===== src/rtl/fir_mem_pkg.sv =====
// rtl/fir_mem_pkg.sv - shared widths and state encoding for the FIR memory path
package fir_mem_pkg;

    localparam int DWIDTH    = 16;
    localparam int MAWIDTH   = 12;
    localparam int LWIDTH    = 13;
    localparam int MEM_WORDS = 4096;

    typedef enum logic [2:0] {
        FMW_IDLE,
        FMW_POP,
        FMW_WR,
        FMW_RD,
        FMW_CMP,
        FMW_DONE
    } fmw_state_t;

endpackage


===== src/rtl/fmw_addr_gen.sv =====
// rtl/fmw_addr_gen.sv - latched base plus word counter, wrapping address and last-word detect
module fmw_addr_gen
    import fir_mem_pkg::*;
#(
    parameter int MAWIDTH = fir_mem_pkg::MAWIDTH,
    parameter int LWIDTH  = fir_mem_pkg::LWIDTH
) (
    input  logic               i_clk,
    input  logic               i_areset_n,
    input  logic               i_load,
    input  logic [MAWIDTH-1:0] i_base,
    input  logic [LWIDTH-1:0]  i_length,
    input  logic               i_advance,
    output logic [MAWIDTH-1:0] o_addr,
    output logic               o_last
);

    logic [MAWIDTH-1:0] r_base;
    logic [LWIDTH-1:0]  r_len;
    logic [LWIDTH-1:0]  r_count;

    always_ff @(posedge i_clk or negedge i_areset_n) begin
        if (!i_areset_n) begin
            r_base  <= '0;
            r_len   <= '0;
            r_count <= '0;
        end else if (i_load) begin
            r_base  <= i_base;
            r_len   <= i_length;
            r_count <= '0;
        end else if (i_advance) begin
            r_count <= r_count + LWIDTH'(1);
        end
    end

    // Truncating the sum gives the modulo-2^MAWIDTH wrap for free.
    assign o_addr = r_base + r_count[MAWIDTH-1:0];
    assign o_last = (r_count == (r_len - LWIDTH'(1)));

endmodule


===== src/rtl/fifo_mem_writer.sv =====
// rtl/fifo_mem_writer.sv - drains dcfifo samples into consecutive mem16kb words
// with optional read-back compare; lives in the FIFO rd_clk domain.
module fifo_mem_writer
    import fir_mem_pkg::*;
#(
    parameter int DWIDTH  = fir_mem_pkg::DWIDTH,
    parameter int MAWIDTH = fir_mem_pkg::MAWIDTH,
    parameter int LWIDTH  = fir_mem_pkg::LWIDTH
) (
    input  logic               i_clk,
    input  logic               i_areset_n,
    input  logic               i_start,
    input  logic [MAWIDTH-1:0] i_base_addr,
    input  logic [LWIDTH-1:0]  i_length,
    input  logic               i_verify,
    output logic               o_fifo_read,
    input  logic [DWIDTH-1:0]  i_fifo_q,
    input  logic               i_fifo_empty,
    output logic [MAWIDTH-1:0] o_mem_addr,
    output logic [DWIDTH-1:0]  o_mem_data_in,
    output logic               o_mem_wen_n,
    input  logic [DWIDTH-1:0]  i_mem_data_out,
    output logic               o_busy,
    output logic               o_done,
    output logic [LWIDTH-1:0]  o_words_written,
    output logic               o_mismatch,
    output logic [MAWIDTH-1:0] o_err_addr
);

    fmw_state_t r_state;
    fmw_state_t w_state_next;

    logic               r_verify;
    logic               r_fifo_read;
    logic               r_mem_wen_n;
    logic [MAWIDTH-1:0] r_mem_addr;
    logic [DWIDTH-1:0]  r_hold;
    logic               r_busy;
    logic               r_done;
    logic [LWIDTH-1:0]  r_words;
    logic               r_mismatch;
    logic [MAWIDTH-1:0] r_err_addr;

    logic               w_accept;
    logic               w_advance;
    logic               w_last;
    logic [MAWIDTH-1:0] w_addr;

    assign w_accept  = (r_state == FMW_IDLE) && i_start && (i_length != '0);
    assign w_advance = ((r_state == FMW_WR) && !r_verify) || (r_state == FMW_CMP);

    fmw_addr_gen #(
        .MAWIDTH (MAWIDTH),
        .LWIDTH  (LWIDTH)
    ) u_addr_gen (
        .i_clk      (i_clk),
        .i_areset_n (i_areset_n),
        .i_load     (w_accept),
        .i_base     (i_base_addr),
        .i_length   (i_length),
        .i_advance  (w_advance),
        .o_addr     (w_addr),
        .o_last     (w_last)
    );

    always_ff @(posedge i_clk or negedge i_areset_n) begin
        if (!i_areset_n) begin
            r_state <= FMW_IDLE;
        end else begin
            r_state <= w_state_next;
        end
    end

    // POP leaves only after the registered pop strobe has actually been high.
    always_comb begin
        w_state_next = r_state;
        unique case (r_state)
            FMW_IDLE: begin
                if (i_start) begin
                    w_state_next = (i_length == '0) ? FMW_DONE : FMW_POP;
                end
            end
            FMW_POP: begin
                if (r_fifo_read) begin
                    w_state_next = FMW_WR;
                end
            end
            FMW_WR: begin
                if (r_verify) begin
                    w_state_next = FMW_RD;
                end else begin
                    w_state_next = w_last ? FMW_DONE : FMW_POP;
                end
            end
            FMW_RD:   w_state_next = FMW_CMP;
            FMW_CMP:  w_state_next = w_last ? FMW_DONE : FMW_POP;
            FMW_DONE: w_state_next = FMW_IDLE;
            default:  w_state_next = FMW_IDLE;
        endcase
    end

    // Outputs are registered from the next state so they line up with it.
    // The empty flag can only fall behind our back, never rise, since we are the sole reader.
    always_ff @(posedge i_clk or negedge i_areset_n) begin
        if (!i_areset_n) begin
            r_verify    <= 1'b0;
            r_fifo_read <= 1'b0;
            r_mem_wen_n <= 1'b1;
            r_mem_addr  <= '0;
            r_hold      <= '0;
            r_busy      <= 1'b0;
            r_done      <= 1'b0;
            r_words     <= '0;
            r_mismatch  <= 1'b0;
            r_err_addr  <= '0;
        end else begin
            r_fifo_read <= (w_state_next == FMW_POP) && !i_fifo_empty;
            r_mem_wen_n <= (w_state_next != FMW_WR);
            r_busy      <= (w_state_next != FMW_IDLE);
            r_done      <= (w_state_next == FMW_DONE);
            if ((w_state_next == FMW_WR) || (w_state_next == FMW_RD)) begin
                r_mem_addr <= w_addr;
            end
            if (r_state == FMW_WR) begin
                r_hold <= i_fifo_q;
            end
            if (w_accept) begin
                r_verify   <= i_verify;
                r_words    <= '0;
                r_mismatch <= 1'b0;
                r_err_addr <= '0;
            end else begin
                if (w_state_next == FMW_WR) begin
                    r_words <= r_words + LWIDTH'(1);
                end
                if ((r_state == FMW_CMP) && (i_mem_data_out != r_hold) && !r_mismatch) begin
                    r_mismatch <= 1'b1;
                    r_err_addr <= r_mem_addr;
                end
            end
        end
    end

    // fifo_q is itself a FIFO register output, so it is forwarded during WR
    // and the captured copy is presented the rest of the time.
    assign o_mem_data_in   = (r_state == FMW_WR) ? i_fifo_q : r_hold;
    assign o_fifo_read     = r_fifo_read;
    assign o_mem_addr      = r_mem_addr;
    assign o_mem_wen_n     = r_mem_wen_n;
    assign o_busy          = r_busy;
    assign o_done          = r_done;
    assign o_words_written = r_words;
    assign o_mismatch      = r_mismatch;
    assign o_err_addr      = r_err_addr;

endmodule


===== config.mk =====
export PLATFORM = sky130hd
export DESIGN_NAME = fifo_mem_writer
export DESIGN_NICKNAME = d
export VERILOG_FILES = /design/src/rtl/fir_mem_pkg.sv /design/src/rtl/fmw_addr_gen.sv /design/src/rtl/fifo_mem_writer.sv
export SDC_FILE = /design/constraint.sdc
export NUM_CORES = 1
export LEC_CHECK = 0
export BUFFER_PORTS_ARGS = -buffer_cell sky130_fd_sc_hd__buf_2
export CAP_MARGIN = 40
export CORE_MARGIN = 2
export CORE_UTILIZATION = 26
export CTS_CLUSTER_DIAMETER = 60
export DETAILED_ROUTE_END_ITERATION = 12
export PLACE_DENSITY = 0.55
export RECOVER_POWER = 50
export SKIP_CTS_REPAIR_TIMING = 1
export SLEW_MARGIN = 20
export SYNTH_ARGS = -nofsm -noshare
export SYNTH_HDL_FRONTEND = slang
export SYNTH_HIERARCHICAL = 1
export SYNTH_SLANG_ARGS = --single-unit

===== constraint.sdc =====
create_clock -name i_clk -period 4.3 [get_ports i_clk]
set_clock_uncertainty 0.1 [all_clocks]
set_input_delay 0 -clock i_clk [delete_from_list [all_inputs] [get_ports i_clk]]
set_output_delay 0 -clock i_clk [all_outputs]
set_load 0.005 [all_outputs]

==> flow_summary_export.csv <==
group,metric,value,unit
pwr,p_per_area,581.1,nW/um2
die,start_util,26.22,%
logic_synthesis,yosys_warnings,6,
sta,hold_ws,0.06878,ns
routing,wl_per_cell,13.68,um
logic_synthesis,synth_nets,568,
clock_network,clock_latency,0.35,ns
clock_network,numCtsBuffers,9,
global_routing,grt_overflow_total,0,
routing,drcViolationCount,0,
logic_synthesis,synthAdderAreaFrac,3.714,%
setup_path,critical_path_required,4.39,ns
logic_synthesis,synth_compound_gate_area_share,8.310,%
logic_synthesis,yosysTopAreaCell,"dfrtp_1",
layout,areaGrowthSynthToFinish,30.74,%
clock_network,path_clk_slew,0.07,ns
clock_network,root_buffer,"clkbuf_16",
sta,setup_slack,1.211,ns
sta,final.setup.tns,0,ns
die,num_rows,52,
layout,utilization,34.28,%
layout,post-route-cell-area,6870,um2
logic_synthesis,synthFlopType,"dfrtp_1",
die,fp.dieH,146.2,um
outcome,status,"finished, violations left",
placement,gp_congestion,0.7889,
clock_network,max-clock-path-buffers,2,
global_routing,grt_pass1_wl,20300,um
logic_synthesis,synth_edf_count,0,
setup_path,end_kind,"flip-flop",
logic_synthesis,ys_async_sr_fraction,100.0,%
logic_synthesis,synth.distinct_cells,55,
pwr,ir_worst_vdd,0.1817,mV
layout,drive_gt1_share,25.80,%
logic_synthesis,ys_seq_elements,100,
logic_synthesis,ys_top_cells_by_area,"dfrtp_1, mux2_2, xnor2_1",
outcome,violations,"capacitance limit, slew limit",
logic_synthesis,avgSynthCellArea,10.70,um2
placement,numPortBuffers,119,
sta,period_minus_slack,3.089,ns
hold_path,hold_path.class,"input pin to flip-flop",
sta,rsz0062_at_grt,"no",
routing,first_pass_iters,5,
sta,setup_viol,0,
pwr,total_power,3.992,mW
layout,antenna_cells,0,
job,drv_cap,1,
sta,fmax,0.3237,GHz
global_routing,grt_usage,11.84,%
sta,hold_viol,0,
layout,fillers,2138,
placement,placed_cells_incl_taps,868,
placement,pre_cts_ws,1.220,ns
setup_path,path_class,"flip-flop to flip-flop",
clock_network,cts_sinks,100,
sta,final.period_utilization,71.84,%
setup_path,crit_arrival,3.18,ns
logic_synthesis,synth_xor_area_share,10.00,%
global_routing,grt_max_degree,49,
sta,maxSlewHeadroom,-6.840,%
routing,via_per_inst,4.417,
global_routing,antenna_found_initial,0,
die,die_x,146.2,um
die,pin_count,120,
clock_network,tritoncts,"yes",
placement,placed_area,6126,um2
sta,drv_slew,27,
clock_network,cts_htree_levels,3,
layout,final_nets,731,
logic_synthesis,netlist_instances,491,
logic_synthesis,netlist_area,5255,um2
setup_path,critPathMaxFanout,5,
routing,wirelength,12710,um
routing,drt_iter0_drc,176,
die,die_area,21360,um2
logic_synthesis,synth-simple-area-share,15.36,%
die,core_area,20040,um2
sta,tightest_slew,1.603,ns
placement,hpwlAfterDp,9199,um
global_routing,grt_pass1_vias,3974,
routing,vias,4103,
layout,layout.cells.non_filler,929,
logic_synthesis,seq_area_frac_synth,47.64,%
logic_synthesis,muxShareOfSynthArea,11.21,%
setup_path,start_kind,"flip-flop",
pwr,leakage,3.124,nW
logic_synthesis,synth_top_family_by_area,"simple AND/OR/NAND/NOR gates",
routing,drtAntennaViolNets,0,
logic_synthesis,synth_top_area_share,47.14,%
## cell usage after synthesis, drive strengths merged, types with 3 or more instances
library cell,number
nand2,47
nand4,14
nor3,13
nor3b,3
nor4,6
nor2,34
inv,22
clkbuf,3
dfrtp,99
buf,14
a21oi,16
a21o,4
a211oi,3
o21ai,32
mux2,39
ha,14
nand2b,3
xor2,19
mux2i,15
or3,11
xnor2,41
nand3,7
## layout make-up
class	count	area [um2]	share of cell area [%]
clock buffer	13	260.3	3.788
clock inverter	3	68.82	1.002
inverter	22	82.58	1.202
multi-input combinational	352	2554	37.17
sequential	100	2504	36.44
tap	270	337.8	4.917
timing repair buffer	169	1064	15.48
## critical path, stage by stage, from the launching register on
cell	delay (ns)
dfrtp_1	0.41
inv_1	0.08
ha_1	0.22
nor3b_1	0.48
nand3b_1	0.19
xor2_1	0.15
or2b_2	0.29
a31o_2	0.25
a211oi_2	0.29
a21oi_1	0.10
o221ai_1	0.27
nor4_1	0.09
## placed cells by master, fill, tap and decap left out, types with 3 or more instances in the layout
master         instances
dfrtp_1               99
buf_2                 98
nand2_1               47
dlygate4sd3_1         45
xnor2_1               41
mux2_2                39
nor2_1                32
o21ai_0               32
clkbuf_1              23
inv_1                 21
xor2_1                19
a21oi_1               16
mux2i_1               15
ha_1                  14
nand4_1               13
nor3_1                12
or3_1                 11
clkbuf_16              9
nand3_1                7
nor4_1                 4
a21o_1                 4
nand2b_1               3
## cell families (layout without fill, tap and decap cells)
family | after synthesis | in the layout
buffers and inverters | 39 | 207
AND/OR/NAND/NOR | 151 | 151
AO/OA/AOI/OAI | 72 | 72
XOR/XNOR | 60 | 60
multiplexers | 54 | 54
flip-flops | 100 | 100
adder cells (fa/ha/maj) | 15 | 15
## worst paths after layout
kind / startpoint / end / slack (ns) / depth (start not counted)
worst max-delay path: u_addr_gen/r_len[0] / o_fifo_read / 1.21 / 11
worst min-delay path: i_mem_data_out[11] / o_mismatch / 0.07 / 6
worst max register to register: u_addr_gen/r_len[0] / o_fifo_read / 1.21 / 11
worst min register to register: o_mismatch / o_mismatch / 0.40 / 1
max in group asynchronous: i_areset_n / u_addr_gen/r_count[11] / 1.71 / 4
min in group asynchronous: i_areset_n / o_words_written[4] / 0.51 / 2
## sequential cells by signal, summed over array words and instances, names as in the netlist, 3 cells and up
signal              cells
o_err_addr             12
r_hold                 16
o_mem_addr             12
u_addr_gen/r_base      12
u_addr_gen/r_len       13
u_addr_gen/r_count     13
r_state                 3
o_words_written        13
## where the power goes
part           internal, mW  total (mW)  switching [mW]
Clock                 0.544       0.901           0.357
Sequential             1.28        1.57           0.292
Combinational         0.775        1.52           0.748
## routing by layer
metal  vias to the layer above  wire length [um]  GRT usage [%]
li1                       2040                 -              -
met1                      1954              5844          15.18
met2                        96              6099          19.62
met3                        13               617          3.250
met4                         0               148          3.495
met5                         -                 0              0
No activity file was read; power rests on OpenSTA's default activity.
